$ cat src/rtl/axi4lite_pkg.sv
// rtl/axi4lite_pkg.sv - shared state encoding and response codes for the AXI4-Lite write slave
package axi4lite_pkg;

  typedef enum logic [2:0] {
    IDLE,
    HAVE_ADDR,
    HAVE_DATA,
    WRITE,
    RESP
  } state_t;

  localparam logic [1:0] RESP_OKAY   = 2'b00;
  localparam logic [1:0] RESP_SLVERR = 2'b10;
  localparam logic [1:0] RESP_DECERR = 2'b11;

  // Number of byte-offset bits dropped from a byte address to get a word index.
  function automatic int byte_off_bits(input int data_width);
    return $clog2(data_width / 8);
  endfunction

endpackage

$ cat src/rtl/axi4lite_addr_dec.sv
// rtl/axi4lite_addr_dec.sv - byte address to word index conversion and range check
module axi4lite_addr_dec import axi4lite_pkg::*; #(
  parameter int ADDR_WIDTH = 8,
  parameter int DATA_WIDTH = 32,
  parameter int MEM_DEPTH  = 32
) (
  input  logic [ADDR_WIDTH-1:0]        addr,
  output logic [$clog2(MEM_DEPTH)-1:0] word_idx,
  output logic                         in_range
);

  localparam int OFF   = byte_off_bits(DATA_WIDTH);
  localparam int IDX_W = ADDR_WIDTH - OFF;
  localparam int WA    = $clog2(MEM_DEPTH);

  logic [IDX_W-1:0] full_idx;
  logic             unused_byte_off;

  assign full_idx        = addr[ADDR_WIDTH-1:OFF];
  assign unused_byte_off = ^addr[OFF-1:0];

  // The range test uses the full index so high bits beyond the memory are caught.
  assign word_idx = full_idx[WA-1:0];
  assign in_range = 32'(full_idx) < 32'(MEM_DEPTH);

endmodule

$ cat src/rtl/axi4lite_wr_ctrl.sv
// rtl/axi4lite_wr_ctrl.sv - AXI4-Lite write slave driving a single-cycle memory write port
module axi4lite_wr_ctrl import axi4lite_pkg::*; #(
  parameter int ADDR_WIDTH = 8,
  parameter int DATA_WIDTH = 32,
  parameter int MEM_DEPTH  = 32
) (
  input  logic                         CLK,
  input  logic                         RST,
  input  logic [ADDR_WIDTH-1:0]        AWADDR,
  input  logic                         AWVALID,
  output logic                         AWREADY,
  input  logic [DATA_WIDTH-1:0]        WDATA,
  input  logic [DATA_WIDTH/8-1:0]      WSTRB,
  input  logic                         WVALID,
  output logic                         WREADY,
  output logic                         BVALID,
  output logic [1:0]                   BRESP,
  input  logic                         BREADY,
  output logic                         wr_en,
  output logic [$clog2(MEM_DEPTH)-1:0] wr_addr,
  output logic [DATA_WIDTH-1:0]        wr_data,
  output logic [DATA_WIDTH/8-1:0]      wr_strb
);

  localparam int SW = DATA_WIDTH / 8;
  localparam int WA = $clog2(MEM_DEPTH);

  state_t                state_q, state_d;
  logic [ADDR_WIDTH-1:0] awaddr_q, awaddr_d;
  logic [DATA_WIDTH-1:0] wdata_q, wdata_d;
  logic [SW-1:0]         wstrb_q, wstrb_d;
  logic                  wr_en_q, wr_en_d;
  logic [WA-1:0]         wr_addr_q, wr_addr_d;
  logic                  bvalid_q, bvalid_d;
  logic [1:0]            bresp_q, bresp_d;
  logic                  aw_hs, w_hs, in_range;
  logic [WA-1:0]         word_idx;

  // Readies depend on the state register alone, never on the valids.
  assign AWREADY = (state_q == IDLE) || (state_q == HAVE_DATA);
  assign WREADY  = (state_q == IDLE) || (state_q == HAVE_ADDR);
  assign aw_hs   = AWVALID && AWREADY;
  assign w_hs    = WVALID && WREADY;

  // Decode the address as it will be after this edge so wr_en can be registered.
  axi4lite_addr_dec #(
    .ADDR_WIDTH(ADDR_WIDTH),
    .DATA_WIDTH(DATA_WIDTH),
    .MEM_DEPTH (MEM_DEPTH)
  ) u_addr_dec (
    .addr    (awaddr_d),
    .word_idx(word_idx),
    .in_range(in_range)
  );

  always_comb begin
    state_d  = state_q;
    awaddr_d = aw_hs ? AWADDR : awaddr_q;
    wdata_d  = w_hs ? WDATA : wdata_q;
    wstrb_d  = w_hs ? WSTRB : wstrb_q;
    unique case (state_q)
      IDLE: begin
        if (aw_hs && w_hs) state_d = WRITE;
        else if (aw_hs)    state_d = HAVE_ADDR;
        else if (w_hs)     state_d = HAVE_DATA;
      end
      HAVE_ADDR: if (w_hs) state_d = WRITE;
      HAVE_DATA: if (aw_hs) state_d = WRITE;
      WRITE:     state_d = RESP;
      RESP:      if (BREADY) state_d = IDLE;
      default:   state_d = IDLE;
    endcase
    wr_en_d   = (state_d == WRITE) && (state_q != WRITE) && in_range && (wstrb_d != '0);
    wr_addr_d = word_idx;
    bvalid_d  = (state_d == RESP);
    bresp_d   = bresp_q;
    if ((state_d == WRITE) && (state_q != WRITE))
      bresp_d = in_range ? RESP_OKAY : RESP_SLVERR;
  end

  always_ff @(posedge CLK) begin
    if (RST) begin
      state_q   <= IDLE;
      awaddr_q  <= '0;
      wdata_q   <= '0;
      wstrb_q   <= '0;
      wr_en_q   <= 1'b0;
      wr_addr_q <= '0;
      bvalid_q  <= 1'b0;
      bresp_q   <= RESP_OKAY;
    end else begin
      state_q   <= state_d;
      awaddr_q  <= awaddr_d;
      wdata_q   <= wdata_d;
      wstrb_q   <= wstrb_d;
      wr_en_q   <= wr_en_d;
      wr_addr_q <= wr_addr_d;
      bvalid_q  <= bvalid_d;
      bresp_q   <= bresp_d;
    end
  end

  assign BVALID  = bvalid_q;
  assign BRESP   = bresp_q;
  assign wr_en   = wr_en_q;
  assign wr_addr = wr_addr_q;
  assign wr_data = wdata_q;
  assign wr_strb = wstrb_q;

endmodule

$ cat config.mk
export PLATFORM = sky130hd
export DESIGN_NAME = axi4lite_wr_ctrl
export DESIGN_NICKNAME = d
export VERILOG_FILES = /design/src/rtl/axi4lite_pkg.sv /design/src/rtl/axi4lite_addr_dec.sv /design/src/rtl/axi4lite_wr_ctrl.sv
export SDC_FILE = /design/constraint.sdc
export NUM_CORES = 1
export LEC_CHECK = 0
export CELL_PAD_IN_SITES_DETAIL_PLACEMENT = 1
export CELL_PAD_IN_SITES_GLOBAL_PLACEMENT = 2
export CORE_UTILIZATION = 21
export DETAILED_ROUTE_END_ITERATION = 10
export PLACE_DENSITY_LB_ADDON = 0.1
export SYNTH_ARGS = -nofsm -noshare
export SYNTH_HDL_FRONTEND = slang
export SYNTH_SLANG_ARGS = --single-unit
$ cat constraint.sdc
create_clock -name CLK -period 1.4 [get_ports CLK]
set_input_delay 0.42 -clock CLK [delete_from_list [all_inputs] [get_ports CLK]]
set_output_delay 0.42 -clock CLK [all_outputs]
set_load 0.005 [all_outputs]
==> flow_metrics.env <==
export IMPL_finalClockSkew_ns=0.00484
export IMPL_synth_warnings=0
export IMPL_grt_pass1_wl_mm=8.37
export IMPL_clk_transition_reported_paths_ns=0.09
export IMPL_place_area_um2=2910
export IMPL_dp_cells=411
export IMPL_yosys_area_top_type="dfxtp_1"
export IMPL_r2r_start="state_q[1]"
export IMPL_rr_worst_depth=4
export IMPL_finalCritPeriodShare=0.960
export IMPL_coreArea_um2=8680
export IMPL_syn_area_per_cell_um2=8.63
export IMPL_diodes=0
export IMPL_cts_tree="done"
export IMPL_grt_pass1_vias=1630
export IMPL_synth_edf_count=0
export IMPL_drc=0
export IMPL_drive_gt1_frac=0.223
export IMPL_ir_worst_vdd_v=0.000391
export IMPL_num_vias=1759
export IMPL_die_x_um=96.2
export IMPL_htreeDepth=2
export IMPL_nets=364
export IMPL_slowest_stage="clkdlybuf4s50_1"
export IMPL_area_delta_synth_final_pct=68.1
export IMPL_cts_root_buffer="clkbuf_8"
export IMPL_worstPathMaxFanout=6
export IMPL_hpwlAfterDp_mm=3.78
export IMPL_design_area_um2=3130
export IMPL_fill_cells=1039
export IMPL_start_util=0.215
export IMPL_synth_seq_cells=48
export IMPL_portBuffers=92
export IMPL_arrival_ns=1.53
export IMPL_synthTopCellsByCount="nand2_1, dfxtp_1, a21oi_1"
export IMPL_holdPathStages=2
export IMPL_hold_violations=0
export IMPL_rsz0062_at_grt="false"
export IMPL_cts_buffers=5
export IMPL_async_flop_share=0
export IMPL_worstPathRequired_ns=1.59
export IMPL_ys_types=27
export IMPL_fin_cells=422
export IMPL_rrSetupSlack_ns=0.08
export IMPL_gp_routability_congestion=0.676
export IMPL_drtIter0Drc=39
export IMPL_ant_nets=0
export IMPL_drt_first_pass_iters=4
export IMPL_grtUsageTotal=0.122
export IMPL_syn_area_um2=1860
export IMPL_routed_wl_mm=5.65
export IMPL_synth_seq_area_share=0.515
export IMPL_synth_most_common_cell="nand2_1"
export IMPL_synth_top_area_frac=0.515
export IMPL_synth_main_ff_cell="dfxtp_1"
export IMPL_worstPathCellList="clkdlybuf4s50_1 -> nor3b_4 -> buf_12 -> mux2i_1 -> nor2_1"
export IMPL_power_density_nw_per_um2=1020
export IMPL_boundaryPins=96
export IMPL_setup_violations=0
export IMPL_rows=34
export IMPL_min_to="BRESP[1]"
export IMPL_final_max_slew_viol_count=0
export IMPL_grt_max_degree=25
export IMPL_holdBufCountCts=0
export IMPL_critPathKind="input pin to flip-flop"
export IMPL_hp_start="RST"
export IMPL_status="completed"
export IMPL_cts_max_path_buffers=2
export IMPL_grt_antenna_before_repair=0
export IMPL_total_power_mw=3.20
export IMPL_seq_area_um2=997
export IMPL_worstHoldPathType="input pin to flip-flop"
export IMPL_syn_nets=265
export IMPL_end_kind="flip-flop"
export IMPL_clock_sinks=48
export IMPL_place_ws_ns=-0.425
export IMPL_viasPerCell=4.17
export IMPL_die_area_um2=9260
export IMPL_die_h_um=96.2
export IMPL_fmax_ghz=0.744
export IMPL_power_leakage_nw=1.38
export IMPL_startpoint_type="input pin"
export IMPL_multi_input_area_um2=759
export IMPL_maxCapViolations=0
export IMPL_syn_inst=216
export IMPL_cpPeakStageDelay_ns=0.50
export IMPL_gr_total_overflow=0
export IMPL_yosys_top_cells_area="dfxtp_1, nand2_1, a21oi_1"
export IMPL_drt_wirelength_per_cell_um=13.4
export IMPL_setup_slack_ns=0.0553
export IMPL_r2r_end="wr_strb[1]"
export IMPL_clk_latency_ns=0.29
export IMPL_min_period_ns=1.34
==> layer usage <==
layer / global-route usage / wire (µm) / part of all wire / up-vias
met3: 0.0403 / 405 / 0.072 / 4
li1: - / - / - / 898
met5: 0 / 0 / 0 / -
met1: 0.157 / 2630 / 0.46 / 805
met2: 0.195 / 2560 / 0.45 / 52
met4: 0.0299 / 53 / 0.0094 / 0
==> cell families (layout without fill, tap and decap cells) <==
| kind of cell | count (synthesis) | count (layout) | synth area share |
|---|---|---|---|
| simple gates | 95 | 95 | 0.230 |
| flops | 48 | 48 | 0.515 |
| compound gates | 44 | 44 | 0.132 |
| buf+inv | 22 | 120 | 0.0893 |
| mux | 6 | 6 | 0.0322 |
| other cells | 1 | 1 | 0.00201 |
==> cells in the final DEF, fill, tap and decap left out, types with 2 or more instances in the layout <==
cell,n
buf_4,11
nor2_1,9
a21oi_1,35
dfxtp_2,29
nor3b_4,2
dlygate4sd2_1,43
clkbuf_2,2
clkbuf_8,5
clkdlybuf4s15_1,2
buf_6,2
nand2b_1,2
bufbuf_16,3
mux2i_1,6
clkdlybuf4s50_1,44
buf_12,4
a21oi_2,4
nor4_1,2
inv_1,2
dfxtp_1,19
nand2_1,72
nand2_2,2
==> what timing repair did <==
item / CTS / global route
pin swaps: 0 / 1
gates cloned: 3 / 0
resized for setup: 78 / 11
endpoints found under the setup margin: 84 / 15
setup buffers: 2 / 0
==> flip-flops by register name, indices dropped and copies added, names as in the netlist <==
register / count
BRESP: 1
BVALID: 1
awaddr_q: 6
state_q: 3
wr_data: 32
wr_en: 1
wr_strb: 4
==> power by group <==
part | switching [mW] | internal (mW) | total [mW]
Combinational | 0.283 | 0.431 | 0.714
Clock | 0.452 | 0.514 | 0.966
Sequential | 0.0466 | 1.47 | 1.52
Total | 0.782 | 2.41 | 3.20
==> cell type report <==
class                      count  area share
timing repair buffer         112       0.362
sequential                    48       0.318
multi-input combinational    146       0.242
tap                          108      0.0431
clock buffer                   5      0.0220
clock inverter                 1     0.00958
inverter                       2     0.00240
==> critical path, delay by kind of cell <==
family,cells,cell delay [ns]
simple gates,2,0.28
buf+inv,2,0.65
mux,1,0.18
==> worst max-delay path by stage <==
stage                    start     endpoint  depth (start not counted)
CTS                 wr_strb[3]   wr_strb[3]                          1
floorplan               WVALID  wr_data[11]                          5
global placement        WVALID   wr_data[7]                          5
finish                 AWVALID  awaddr_q[6]                          5
global route           AWVALID  awaddr_q[6]                          5
detailed placement      WVALID   wr_data[2]                          5
==> through the flow <==
step / hold slack, ns / TNS [ns] / util
after floorplan: 0.453 / 0 / -
after global placement: 0.442 / -17.10 / 0.335
after detailed placement: 0.449 / -17.52 / 0.335
after CTS: 0.368 / 0 / 0.359
after global routing: 0.397 / 0 / 0.361
final: 0.397 / 0 / 0.361
Note: power is estimated with default switching activity, not from simulation.
